`src/rtl/mem_port_arbiter.sv`:
```
// -----------------------------------------------------------------------------
// mem_port_arbiter
//
// Shares the single-ported unified instruction/data memory between the fetch
// stage (IF) and the load/store stage (MEM). At most one access is granted per
// cycle. The grant and the memory-port drive are combinational, so a request
// is served in the cycle it is raised. Read data is captured at the edge that
// ends the grant and is returned with a one-cycle valid strobe. Data wins
// conflicts, but a streak counter hands the port to a waiting fetch after
// MAX_DATA_STREAK consecutive data grants.
//
// Ports:
//   clk, rst            clock (rising edge), synchronous active-high reset
//   if_req/if_addr      fetch request and PC; held until if_ready
//   if_ready/if_stall   fetch granted this cycle / fetch waiting
//   if_rvalid/if_rdata  instruction word, valid the cycle after the grant
//   d_req/d_we/d_fn3/d_addr/d_wdata   load/store request; held until d_ready
//   d_ready/d_stall     data granted this cycle / data waiting
//   d_rvalid/d_rdata    load result, valid the cycle after a load grant
//   mem_*               memory port drive; mem_data_out is the combinational
//                       read data returned by the memory
// -----------------------------------------------------------------------------
module mem_port_arbiter #(
  parameter int          ADDR_W          = 11,
  parameter int          DATA_W          = 32,
  parameter int          MAX_DATA_STREAK = 2,
  parameter logic [2:0]  F3_LW           = 3'b010
) (
  input  logic              clk,
  input  logic              rst,
  // fetch side
  input  logic              if_req,
  input  logic [ADDR_W-1:0] if_addr,
  output logic              if_ready,
  output logic              if_stall,
  output logic              if_rvalid,
  output logic [DATA_W-1:0] if_rdata,
  // data side
  input  logic              d_req,
  input  logic              d_we,
  input  logic [2:0]        d_fn3,
  input  logic [ADDR_W-1:0] d_addr,
  input  logic [DATA_W-1:0] d_wdata,
  output logic              d_ready,
  output logic              d_stall,
  output logic              d_rvalid,
  output logic [DATA_W-1:0] d_rdata,
  // memory port
  output logic              mem_read,
  output logic              mem_write,
  output logic [2:0]        mem_fn3,
  output logic [ADDR_W-1:0] mem_addrs,
  output logic              mem_is_fetch,
  output logic [DATA_W-1:0] mem_data_in,
  input  logic [DATA_W-1:0] mem_data_out
);

  localparam int STREAK_W = $clog2(MAX_DATA_STREAK + 1);
  localparam logic [STREAK_W-1:0] STREAK_MAX = STREAK_W'(MAX_DATA_STREAK);

  typedef enum logic [1:0] {
    OWN_IDLE  = 2'd0,
    OWN_FETCH = 2'd1,
    OWN_DATA  = 2'd2
  } owner_e;

  owner_e               owner_d;
  owner_e               owner_q;
  logic [STREAK_W-1:0]  streak_q;
  logic                 load_q;     // the DATA grant recorded in owner_q was a load
  logic [DATA_W-1:0]    if_rdata_q;
  logic [DATA_W-1:0]    d_rdata_q;

  // Next owner. Reset suppresses every grant in its own cycle.
  always_comb begin
    // NOTE: every signal assigned in an always_comb gets a default first, so
    // no path leaves it unassigned and no latch is inferred.
    owner_d = OWN_IDLE;
    if (rst) begin
      owner_d = OWN_IDLE;
    end else if (if_req && d_req) begin
      // Data has priority until the streak bound is reached.
      owner_d = (streak_q >= STREAK_MAX) ? OWN_FETCH : OWN_DATA;
    end else if (if_req) begin
      owner_d = OWN_FETCH;
    end else if (d_req) begin
      owner_d = OWN_DATA;
    end
  end

  // Memory-port drive and grants for the current owner.
  always_comb begin
    if_ready     = 1'b0;
    d_ready      = 1'b0;
    mem_read     = 1'b0;
    mem_write    = 1'b0;
    mem_fn3      = 3'b000;
    mem_addrs    = '0;
    mem_is_fetch = 1'b0;
    mem_data_in  = '0;
    case (owner_d)
      OWN_FETCH: begin
        if_ready     = 1'b1;
        mem_read     = 1'b1;
        mem_fn3      = F3_LW;
        mem_addrs    = if_addr;
        mem_is_fetch = 1'b1;
      end
      OWN_DATA: begin
        d_ready     = 1'b1;
        mem_read    = ~d_we;
        mem_write   = d_we;
        mem_fn3     = d_fn3;
        mem_addrs   = d_addr;
        mem_data_in = d_we ? d_wdata : '0;
      end
      default: ;
    endcase
  end

  // Owner register, streak counter and read-data capture.
  always_ff @(posedge clk) begin
    // NOTE: registers are updated with non-blocking assignments so every
    // always_ff samples the pre-edge values regardless of evaluation order.
    if (rst) begin
      // NOTE: reset is synchronous here; the read-data registers are cleared
      // too, since their reset value is visible on if_rdata/d_rdata.
      owner_q    <= OWN_IDLE;
      streak_q   <= '0;
      load_q     <= 1'b0;
      if_rdata_q <= '0;
      d_rdata_q  <= '0;
    end else begin
      owner_q <= owner_d;
      load_q  <= (owner_d == OWN_DATA) && !d_we;

      // A fetch grant or any cycle without a waiting fetch ends the streak.
      if (!if_req || owner_d == OWN_FETCH) begin
        streak_q <= '0;
      end else if (owner_d == OWN_DATA && streak_q < STREAK_MAX) begin
        streak_q <= streak_q + STREAK_W'(1);
      end

      if (owner_d == OWN_FETCH) begin
        if_rdata_q <= mem_data_out;
      end
      if (owner_d == OWN_DATA && !d_we) begin
        d_rdata_q <= mem_data_out;
      end
    end
  end

  // Responses come from the recorded owner; a reset cycle drops a pending
  // strobe and keeps the stall outputs quiet.
  assign if_rvalid = ~rst & (owner_q == OWN_FETCH);
  assign d_rvalid  = ~rst & (owner_q == OWN_DATA) & load_q;
  assign if_rdata  = if_rdata_q;
  assign d_rdata   = d_rdata_q;
  assign if_stall  = ~rst & if_req & ~if_ready;
  assign d_stall   = ~rst & d_req & ~d_ready;

endmodule

```
`config.mk`:
```
export PLATFORM = sky130hd
export DESIGN_NAME = mem_port_arbiter
export DESIGN_NICKNAME = d
export VERILOG_FILES = /design/src/rtl/mem_port_arbiter.sv
export SDC_FILE = /design/constraint.sdc
export NUM_CORES = 1
export LEC_CHECK = 0
export ABC_AREA = 1
export CORE_MARGIN = 5
export CORE_UTILIZATION = 38
export DETAILED_ROUTE_END_ITERATION = 12
export GPL_TIMING_DRIVEN = 1
export PLACE_DENSITY = 0.94
export SYNTH_ARGS = -nofsm -noshare
export SYNTH_HDL_FRONTEND = slang
export SYNTH_SLANG_ARGS = --single-unit
```
`constraint.sdc`:
```
create_clock -name clk -period 3.01 [get_ports clk]
set_input_delay 0.602 -clock clk [delete_from_list [all_inputs] [get_ports clk]]
set_output_delay 0.602 -clock clk [all_outputs]
set_load 0.01 [all_outputs]
```
* Word-level counts from Yosys, hierarchy flattened
Index checks and enable logic that the tools add are counted.
Word-level totals: bits in registers 69, output and inout bits 119
Operators by class: add/subtract/negate cells 1, magnitude comparators 2, eq/ne operators 4, muxes and demuxes 13, bitwise gates (word level) 11, reductions and logical operators 7
Operators with widths (number):
- 2-to-1 mux 32 bit | 2
- case mux 11 bit (2 select lines) | 1
- 2-to-1 mux 2 bit | 5
- bitwise AND 1 bit | 7
- case mux 3 bit (2 select lines) | 1
- equality test 2 x 1 -> 1 bit, second input constant | 2
- equality test 2 bit, second input constant | 2
- inverter 1 bit | 4
- logical AND 1 bit | 3
- 2-to-1 mux 1 bit | 3
- adder 2 x 1 -> 2 bit, second input constant | 1
- greater-or-equal comparator 2 bit, second input constant | 1
- logical NOT 1 bit | 2
- less-than comparator 2 bit, second input constant | 1
- case mux 1 bit (2 select lines) | 1
- OR reduction 2 bit | 1
- logical OR 1 bit | 1

* Depth between registers and ports, before layout
depth after elaboration 8, gate-level depth with buffers 12, mapped depth without buffers 10

* Worst setup path before layout
OpenSTA, ideal clock, no wires.
path type input to output, from input rst, to output mem_addrs[10], arrival 1.963 ns, slack 0.445 ns, cell stages on the path 9, cells stage by stage inv_1 -> buf_2 -> nand2_1 -> a21oi_2 -> ha_1 -> buf_2 -> buf_4 -> nand2_1 -> a21oi_1
Between the ends: cells in the longest elaborated chain, start to end 3
RTL lines:
- from (decl) | line 30 | input logic rst,
- 2-to-1 mux 2 bit (*) | line 79 | if (rst) begin
- net owner_d[0] | line 67 | owner_e owner_d;
- equality test 2 bit / equality test 2 x 1 -> 1 bit (equally long branches) | line 101 | case (owner_d)
- case mux 11 bit (2 select lines) (*) | line 101
- to (decl) | line 52 | output logic [ADDR_W-1:0] mem_addrs,
Mark *: on every way through the listed nets, which the timed path passes. The rest lies on a longest branch.

* Worst setup path in the final report
from input rst, to output mem_write
Between the ends: cells in the longest elaborated chain, start to end 3
RTL lines:
- 2-to-1 mux 2 bit | line 79
- net owner_d[1] | line 67
- equality test 2 bit | line 101
- 2-to-1 mux 1 bit | line 101
- to (decl) | line 50 | output logic mem_write,
The timed path passes the listed nets, and every way through them passes these cells.

==> metrics.md <==
| Metric | Value |
|---|---|
| Max VDD drop | about 0.21 mV |
| Post-DR vias/cell | between 4 and 5 |
| Vias | 3,715 |
| CP Data Required Time | 2.41 ns |
| Worst-path clk slew | 0.07 ns |
| Setup CP Type | primary input to primary output |
| RR Startpoint | streak_q[0] |
| Initial antenna violation count | 0 |
| P&R area growth vs syn | 75.44% |
| CTS tree | yes |
| Die width | slightly above 100 µm |
| Synth top area share | 44.02% |
| Worst reg2reg path depth | 13 |
| Mapped Cells | 468 |
| Final Hold Viols | 0 |
| Reg-to-reg slack, setup | 0.54 ns |
| Layout Nets | 779 |
| Clk root buf | clkbuf_8 |
| Die span in y | around 100 µm |
| Largest net degree at the start of global routing | 36 |
| End of the critical path | mem_write |
| Post-synthesis cell type count | 17 |
| WL final | between 10,000 and 15,000 µm |
| Setup bufs post-CTS | 0 |
| Row cnt | 33 |
| Syn Nets | between 500 and 600 |
| First-pass DRT Iterations | 4 |
| Global-route wire length before repair | around 17,000 µm |
| Reg2reg end | d_rdata[9] |
| Non-filler cells, final | 791 |
| CP arrival | approximately 2.3 ns |
| CP startpoint | rst |
| CP max FO | 14 |
| DP Wirelength | 8705 µm |
| Worst-Skew Late Latency | between 0.3 and 0.4 ns |
| Synthesized area per cell | 6.705 µm² |
| Status | complete, no violations |
| ANT cells | 0 |
| Worst hold path class | register to register |
| PD cells | between 300 and 400 nW/µm² |
| Io pins | 213 |
| Clk buf depth | 2 |
| Final min period | a little under 3 ns |
| Worst Clk Skew | 0.008120 ns |
| Slew Viols, Final | 0 |
| Most frequent cells in the layout | clkdlybuf4s50_1 (157), nor2_1 (102), inv_1 (74) |
| Actual slew at the worst max-slew pin | roughly 0.35 ns |
| Post-route clock period utilization | a little over nine tenths |
| Antenna Nets Post-Route | 0 |
| Post-Syn Area | roughly 3100 µm² |
| Final hold slack | 0.4864 ns |
| Startpoint types | primary input |
| Seq cells post-synth | 69 |
| Routed WL per cell | 14.05 µm |
| RSZ-0062 raised after global routing | no |
| Fmax | 345.1 MHz |
| Vias in the first global route | 3,676 |
| Layout cell share with drive strength beyond 1 | 9.767% |
| Hold depth | 2 |
| DR iter-0 viols | between 100 and 150 |
| Htree depth | 3 |
| Final core utilization | 67.68% |
| Fillers | 670 |
| Hold Buf Count CTS | 0 |
| Max Cap Viol | 0 |
| RD Place Congestion | 0.9739 |
| Seq/Total Area, Yosys | between 40 and 50% |
| Leakage | 0.002659 µW |
| Port bufs | 212 |
| Cells after DPL | between 700 and 800 |
| TNS Setup | 0 ns |
| Core region area | 8134 µm² |
| Synth area leaders | dfxtp_1 (44%), nor2_1 (12%), inv_1 (9.0%) |
| Final setup violation count | 0 |
| Crit. End Element | primary output |
| Initial Util | approximately 39% |
| Synth warn | 0 |
| Most common cell after layout, fill and taps aside | clkdlybuf4s50_1 |
| Clock Sinks | 69 |
| Total CTS buffers | 9 |
| Total Die Area | 10,180 µm² |
| Relative slew slack | between 70% and 80% |
| GRT Total Usage | 21.05% |
| Post-synth top area cell | dfxtp_1 |
| Overflow after GRT | 0 |
| # DRC | 0 |
## timing repair
action	CTS	global route
setup endpoints to repair	53	26
gates cloned	0	1
gates resized for setup	63	44
## state kept, by name, indices dropped and copies added (netlist names)
| name | flops |
|---|---|
| d_rdata | 32 |
| if_rdata | 32 |
| owner_q | 2 |
| streak_q | 2 |
| load_q | 1 |
## worst min-delay path by stage
stage                      from           to  slack (ns)
floorplan           streak_q[1]  streak_q[1]        0.49
global placement    d_rdata[11]  d_rdata[11]        0.46
detailed placement  d_rdata[22]  d_rdata[22]        0.48
CTS                 d_rdata[22]  d_rdata[22]        0.49
global route        d_rdata[19]  d_rdata[19]        0.52
finish              d_rdata[22]  d_rdata[22]        0.49
## power by group
part | switching, µW | internal [µW] | leakage [µW] | total [µW]
clock network | 351 | 378 | 0.0000950 | 729
logic | 209 | 266 | 0.00200 | 475
registers | 23.4 | 958 | 0.000564 | 981
total | 584 | 1600 | 0.00266 | 2190
## worst max-delay path: stages
cell             delay [ns]
clkdlybuf4s50_1        0.44
clkinv_2               0.09
nand2_1                0.06
a21oi_1                0.21
ha_4                   0.20
nand2_2                0.10
buf_12                 0.16
buf_4                  0.14
inv_1                  0.04
dlygate4sd2_1          0.26
## layout make-up
type	instances	area [µm²]	area share, %
clock buffer	9	123.9	2.250
clock inverter	6	65.06	1.182
sequential	69	1381	25.09
tap	105	131.4	2.386
inverter	76	286.5	5.205
timing repair buffer	235	2215	40.23
multi-input combinational	291	1303	23.66
## cells in the mapped netlist
master / number
nand2_1: 66
buf_6: 3
nor3b_1: 1
o21ai_0: 32
clkbuf_1: 6
nor3_1: 1
inv_2: 1
buf_2: 15
nor2_4: 1
inv_1: 75
nor2_1: 103
ha_1: 3
a21oi_1: 48
nand3_1: 35
dfxtp_1: 69
a21oi_2: 1
buf_4: 8
## logic make-up (layout without fill, tap and decap cells)
group / after synthesis / count (layout) / share of synthesized area, %
AO/OA/AOI/OAI: 81 / 81 / 13.04
AND/OR/NAND/NOR: 207 / 207 / 26.56
adder cells (fa/ha/maj): 3 / 3 / 1.196
buffers and inverters: 108 / 326 / 15.19
flip-flops: 69 / 69 / 44.02
## metrics by stage
step           setup WS, ns  area [µm²]  power [µW]
2_1_floorplan        0.4449        3138        1186
3_3_place_gp        -0.2208        5383        1468
3_5_place_dp        -0.2813        5383        1484
4_1_cts            0.007568        5538        2201
5_1_grt            0.002579        5505        2286
6_report             0.1125        5505        2185
## layer usage
metal	track usage, %	share of wire [%]
met1	22.77	37
met2	37.87	52
met3	7.197	8.7
met4	7.461	2.0
met5	0	0
Power figures use the tool's default switching activity.
